$ cat src/rtl/strobe_level_fifo.sv
// Quantizes 8-bit strobe samples into 2-bit levels and buffers them in a
// first-word-fall-through FIFO with a registered head and saturating event counters.
module strobe_level_fifo #(
  parameter int         AW = 4,
  parameter logic [7:0] T1 = 8'd64,
  parameter logic [7:0] T2 = 8'd128,
  parameter logic [7:0] T3 = 8'd192,
  parameter int         CW = 8
) (
  input  logic          clk,
  input  logic          rst_n,
  input  logic          sample_valid,
  input  logic [7:0]    sample,
  input  logic          data_next,
  input  logic          clr_counts,
  output logic [1:0]    data_vals,
  output logic [AW:0]   fifo_level,
  output logic          fifo_empty,
  output logic          fifo_full,
  output logic [CW-1:0] ovf_count,
  output logic [CW-1:0] udr_count
);

  localparam int            DEPTH   = 1 << AW;
  localparam logic [AW:0]   PTR_ONE = 1;
  localparam logic [AW-1:0] IDX_ONE = 1;
  localparam logic [CW-1:0] CNT_ONE = 1;

  logic [AW:0]   wr_ptr_q, wr_ptr_d;
  logic [AW:0]   rd_ptr_q, rd_ptr_d;
  logic [1:0]    data_vals_q, data_vals_d;
  logic [CW-1:0] ovf_q, ovf_d;
  logic [CW-1:0] udr_q, udr_d;
  logic [1:0]    mem_q [DEPTH];

  logic [1:0]    level_in;
  logic [AW:0]   fill;
  logic [AW-1:0] rd_next_idx;
  logic          empty, full, pop_ok, push_ok, ovf_evt, udr_evt;

  assign fill        = wr_ptr_q - rd_ptr_q;
  assign empty       = (wr_ptr_q == rd_ptr_q);
  assign full        = (wr_ptr_q[AW] != rd_ptr_q[AW]) &&
                       (wr_ptr_q[AW-1:0] == rd_ptr_q[AW-1:0]);
  assign pop_ok      = data_next & ~empty;
  assign push_ok     = sample_valid & (~full | pop_ok);
  assign ovf_evt     = sample_valid & full & ~pop_ok;
  assign udr_evt     = data_next & empty;
  assign rd_next_idx = rd_ptr_q[AW-1:0] + IDX_ONE;

  always_comb begin
    if (sample < T1)      level_in = 2'b00;
    else if (sample < T2) level_in = 2'b01;
    else if (sample < T3) level_in = 2'b10;
    else                  level_in = 2'b11;
  end

  always_comb begin
    wr_ptr_d    = push_ok ? wr_ptr_q + PTR_ONE : wr_ptr_q;
    rd_ptr_d    = pop_ok  ? rd_ptr_q + PTR_ONE : rd_ptr_q;
    data_vals_d = data_vals_q;
    // Head only moves on a pop or when the first word lands in an empty FIFO.
    if (pop_ok) begin
      if (fill == PTR_ONE) data_vals_d = push_ok ? level_in : 2'b00;
      else                 data_vals_d = mem_q[rd_next_idx];
    end else if (empty && push_ok) begin
      data_vals_d = level_in;
    end
  end

  always_comb begin
    ovf_d = ovf_q;
    udr_d = udr_q;
    if (clr_counts) begin
      ovf_d = '0;
      udr_d = '0;
    end else begin
      if (ovf_evt && (ovf_q != '1)) ovf_d = ovf_q + CNT_ONE;
      if (udr_evt && (udr_q != '1)) udr_d = udr_q + CNT_ONE;
    end
  end

  always_ff @(posedge clk or negedge rst_n) begin
    if (!rst_n) begin
      wr_ptr_q    <= '0;
      rd_ptr_q    <= '0;
      data_vals_q <= 2'b00;
      ovf_q       <= '0;
      udr_q       <= '0;
    end else begin
      wr_ptr_q    <= wr_ptr_d;
      rd_ptr_q    <= rd_ptr_d;
      data_vals_q <= data_vals_d;
      ovf_q       <= ovf_d;
      udr_q       <= udr_d;
    end
  end

  // Storage is not reset: zeroed pointers already make every old entry unreachable.
  always_ff @(posedge clk) begin
    if (push_ok) mem_q[wr_ptr_q[AW-1:0]] <= level_in;
  end

  assign data_vals  = data_vals_q;
  assign fifo_level = fill;
  assign fifo_empty = empty;
  assign fifo_full  = full;
  assign ovf_count  = ovf_q;
  assign udr_count  = udr_q;

endmodule

$ cat config.mk
export PLATFORM = sky130hd
export DESIGN_NAME = strobe_level_fifo
export DESIGN_NICKNAME = d
export VERILOG_FILES = /design/src/rtl/strobe_level_fifo.sv
export SDC_FILE = /design/constraint.sdc
export NUM_CORES = 1
export LEC_CHECK = 0
export ABC_AREA = 1
export CAP_MARGIN = 20
export CORE_MARGIN = 3
export CORE_UTILIZATION = 55
export DETAILED_ROUTE_END_ITERATION = 16
export PLACE_DENSITY = 0.79
export SLEW_MARGIN = 20
export SYNTH_ARGS = -nofsm -noshare
export SYNTH_HDL_FRONTEND = slang
export SYNTH_SLANG_ARGS = --single-unit
$ cat constraint.sdc
create_clock -name clk -period 2.5 [get_ports clk]
set_input_delay 0.25 -clock clk [delete_from_list [all_inputs] [get_ports clk]]
set_output_delay 0.25 -clock clk [all_outputs]
set_load 0.05 [all_outputs]
# Yosys cells after proc, flatten, opt, wreduce, memory -nomap -nowiden

Memories as Yosys holds them, arrays and structs flattened.
Index checks and enable logic that the tools add are counted.

Add/subtract/negate cells: 6
$mul: 0
Div/mod/pow operators: 0
Magnitude comparators: 3
Equality and inequality tests: 6
Shifts and indexed selects: 0
Mux-type cells: 13
Bitwise gates (word level): 9
Reductions and logical operators: 7

Operators with widths:

| kind                | count |
|---|---|
| $mux 8              | 4 |
| $add 8x1->8 const B | 2 |
| $lt 8x8->1 const B  | 2 |
| $ne 8x8->1 const B  | 2 |
| $mux 2              | 6 |
| $add 5x1->5 const B | 2 |
| $lt 8x7->1 const B  | 1 |
| $reduce_bool 2->1   | 3 |
| $and 1x1->1         | 5 |
| $eq 5x1->1 const B  | 1 |
| $eq 5x5->1          | 1 |
| $sub 5x5->5         | 1 |
| $add 4x1->4 const B | 1 |
| $eq 4x4->1          | 1 |
| $logic_and 1x1->1   | 4 |
| $mux 1              | 3 |
| $not 1->1           | 3 |
| $ne 1x1->1          | 1 |
| $or 1x1->1          | 1 |

Flip-flop bits (word level): 28
Latch bits: 0
Bits in writable memories: 32
Bits in read-only memories: 0
Logic and storage cells: 50
Memories: 1

Memory list:

| name  | words | bits a word | rd ports | clocked after memory_dff | write ports | line | RTL |
|---|---|---|---|---|---|---|---|
| mem_q | 16    | 2           | 1        | 0                        | 1           | 34   | `logic [1:0] mem_q [DEPTH];` |

# Longest topological paths before layout

Depth after elaboration: 8
Mapped depth: 15

# Least setup slack after synthesis

No wires, ideal clock.

Path kind: register to register
From: register wr_ptr_q[0]
To: register data_vals_q[0] (netlist: data_vals[0])
Library setup time: 0.066 ns
Arrival: 2.464 ns
Data required time: 2.434 ns
Setup slack: -0.030 ns
Stages on the path, launching flop included: 16
Period minus slack after synthesis: 2.530 ns
Cell sequence: dfrtp_1 -> inv_1 -> ha_1 -> inv_1 -> fa_1 -> nand2_1 -> inv_1 -> nor2_1 -> nor2_1 -> nand3_1 -> nor2_1 -> nor2_1 -> nand2_1 -> nand2_1 -> nand2_1 -> nand2_1

RTL lines:

| item                     | line | RTL |
|---|---|---|
| start: declaration       | 29   | `logic [AW:0] wr_ptr_q, wr_ptr_d;` |
| start signal: assignment | 91   | `wr_ptr_q <= wr_ptr_d;` |
| $sub 5x5->5              | 41   | `assign fill = wr_ptr_q - rd_ptr_q;` |
| via fifo_level[2]        | 17   | `output logic [AW:0] fifo_level,` |
| $eq 5x1->1               | 64   | `if (fill == PTR_ONE) data_vals_d = push_ok ? level_in : 2'b00;` |
| $mux 2                   | 64   |  |
| $mux 2                   | 63   | `if (pop_ok) begin` |
| end signal: assignment   | 93   | `data_vals_q <= data_vals_d;` |
| end: declaration         | 31   | `logic [1:0] data_vals_q, data_vals_d;` |

The timed path passes the listed nets, and every way through them passes these cells.
A chain may end at the register's enable or synchronous reset.

# Worst setup path in the final report

From: register wr_ptr_q[0]
To: output port fifo_level[4]

Cells in the longest elaborated chain, start to end: 1

Ends and longest elaborated chain:

| item             | line |
|---|---|
| $sub 5x5->5      | 41 |
| end: declaration | 17 |

No other way between the ends.

==> results.cfg <==
[placed_design]
place_inst = 464
place_area_um2 = 3642
hpwl_mm = 4.823
io_buffers = 31
gp_congestion = 0.8523

[floorplanning]
fp.dieW_um = 82.78
fp-row-count = 27
die_area_um2 = 6852
pin_count = 38
core-area_um2 = 5608
die_y_um = 82.78
start_util_pct = 57.81

[critical_path]
r2r_slack_ns = 0.24
crit_start = wr_ptr_q[0]$_DFFE_PN0P_
startpoint_type = register
worstSetupEndpoint = fifo_level[4]
cp-end-kind = primary output
regToRegEndpoint = data_vals[0]$_DFFE_PN0P_
worst-path-max-fanout = 4
critPathArrivalTime_ns = 2.05
cp.required_ns = 2.25
path_class = register to primary output
rr_startpoint = wr_ptr_q[0]$_DFFE_PN0P_
rr_worst_depth = 13

[yosys]
synth.distinct_cells = 27
synth_edf_count = 32
syn_inst = 369
synth_ff_type = edfxtp_1
syn_avg_cell_area_um2 = 8.786
synth-seq-cells = 60
ys_seq_area_share_pct = 51.25
synthArstFlopShare_pct = 46.67
syn_area_um2 = 3242
synth_warnings = 0
synthesis.nets = 394

[hold_path]
hp-class = input pin to async pin

[flow_run]
maxCapViolCount = 0

[pwr]
ir_drop_v = 0.0008426
p_total_mw = 4.976
p_per_area_nw_per_um2 = 1296
power.leakage_nw = 1.736

[global_routing]
grt_start_max_net_pins = 29
grt_pass1_wl_mm = 10.71
grt_overflow = 0
antenna_found_initial = 0
grt_usage_pct = 21.05
grt_pass1_vias = 2347

[detailed_routing]
drt_first_pass_iters = 5
drt_iter0_markers = 160
routedWlPerCell_um = 13.71
drc = 0
wirelength_mm = 6.624
drtAntennaViolNets = 0
num_vias = 2514
vias_per_cell = 5.205

[finish]
drive_above_1_share_pct = 11.19
nets = 431
multi_input_area_um2 = 1381
syn2layout_area_growth_pct = 18.45
antenna_cells = 0
nFillCells = 448
stdcell_area_um2 = 3840
fin_cells = 483
seq_area_um2 = 1662
finish.utilization_pct = 68.47

[clocking]
clk_latency_ns = 0.34
cts_buffer_depth = 2
cts-root-buf = clkbuf_8
clk_pin_slew_ns = 0.07
cts.sinks = 60
numCtsBuffers = 9
h-tree-depth = 3
cts.hold.buffers_added = 0
cts_tree = yes

[run_status]
status = complete, no violations

[sta]
slew_headroom_pct = 62.17
fin_crit_sh_pct = 92.10
setup_viol = 0
hold_violations = 0
fin_crit_ns = 2.303
fmax_ghz = 0.4343
finalClockSkew_ns = 0.01031
setup-tns-final_ns = 0
final_max_slew_viol_count = 0
tightest_slew_ns = 0.5657
## worst min path at each step
stage,to,slack (ns),depth (start not counted)
finish,rd_ptr_q[4]$_DFFE_PN0N_,0.29,2
global route,rd_ptr_q[4]$_DFFE_PN0N_,0.32,2
CTS,rd_ptr_q[3]$_DFFE_PN0N_,0.30,2
detailed placement,data_vals[1]$_DFFE_PN0P_,0.47,2
global placement,data_vals[1]$_DFFE_PN0P_,0.47,2
floorplan,data_vals[0]$_DFFE_PN0P_,-0.05,0
## cell type report
class	instances	area share, %
clock buffer	9	3.226
clock inverter	7	1.336
inverter	35	3.421
multi-input combinational	263	35.97
timing repair buffer	37	10.43
sequential	60	43.27
tap	72	2.346
## cells in the mapped netlist, drive strengths merged (3+ instances only)
library cell,n,area (µm²)
nand2,115,446.7
nor2,47,206.4
nand3,39,207.7
inv,35,131.4
edfxtp,32,960.9
dfrtp,28,700.7
xor2,16,140.1
o21ai,15,78.83
ha,11,137.6
buf,8,58.80
nand4,7,65.06
o31ai,4,30.03
a21oi,3,15.01
clkbuf,3,11.26
## power by group
| part | switching [mW] | total, mW | internal (mW) |
|---|---|---|---|
| combinational | 1.85 | 2.88 | 1.03 |
| sequential | 0.139 | 1.34 | 1.20 |
| clock | 0.395 | 0.756 | 0.361 |
| total | 2.39 | 4.98 | 2.59 |
## per-stage QoR
step,setup slack (ns),hold WS [ns]
4_1_cts,0.07647,0.2964
3_3_place_gp,0.2706,0.4739
5_1_grt,-0.002857,0.3245
2_1_floorplan,0.1221,-0.04559
3_5_place_dp,0.1663,0.4708
6_report,0.1974,0.2944
## critical path, cell delays in order, from the launching register on
cell and delay, ns:
dfrtp_1 0.43, inv_2 0.11, ha_1 0.15, inv_1 0.06, fa_1 0.38, nand2_1 0.09
nand2_1 0.09, nand2_1 0.08, nand2_1 0.05, nand2_1 0.07, inv_1 0.07, buf_12 0.15
## state kept, by name, indices dropped and copies added, names as in the netlist
name and flops:
data_vals 2, rd_ptr_q 5, wr_ptr_q 5, mem_q 32, udr_count 8, ovf_count 8
## layout by cell type, fill, tap and decap left out, drive strengths merged
cell / Yosys / routed
inv: 35 / 36
clkdlybuf4s50: 0 / 24
xnor2: 1 / 1
nand3: 39 / 39
a21oi: 3 / 3
clkinv: 0 / 4
clkinvlp: 0 / 2
fa: 1 / 1
edfxtp: 32 / 32
o31ai: 4 / 4
dfrtp: 28 / 28
buf: 8 / 13
nand4: 7 / 7
nor2: 47 / 47
ha: 11 / 11
nand2: 115 / 115
or2: 2 / 2
clkbuf: 3 / 9
nor3: 2 / 2
xor2: 16 / 16
o21ai: 15 / 15
## metal layers
| layer | routed length, µm | vias up | GRT usage, % |
|---|---|---|---|
| met4 | 92 | 0 | 8.007 |
| met1 | 3062 | 1171 | 27.79 |
| met3 | 307 | 10 | 5.184 |
| li1 | - | 1267 | - |
| met2 | 3161 | 66 | 33.57 |
| met5 | 0 | - | 0 |
## logic make-up after synthesis
kind of cell	count (synthesis)	synth area share [%]
AOI/OAI and AO/OA	22	3.821
xor gates and xnor gates	17	4.593
adders and majority gates	12	4.863
buffers and inverters	46	6.213
DFF	60	51.25
and+or+nand+nor	212	29.25
## repair_timing
action                                  4_1_cts  5_1_grt
endpoints found under the setup margin        0        2
endpoints found under the hold margin         0        0
gates resized for setup                       0        1
setup buffers                                 0        3
Power figures use the tool's default switching activity.
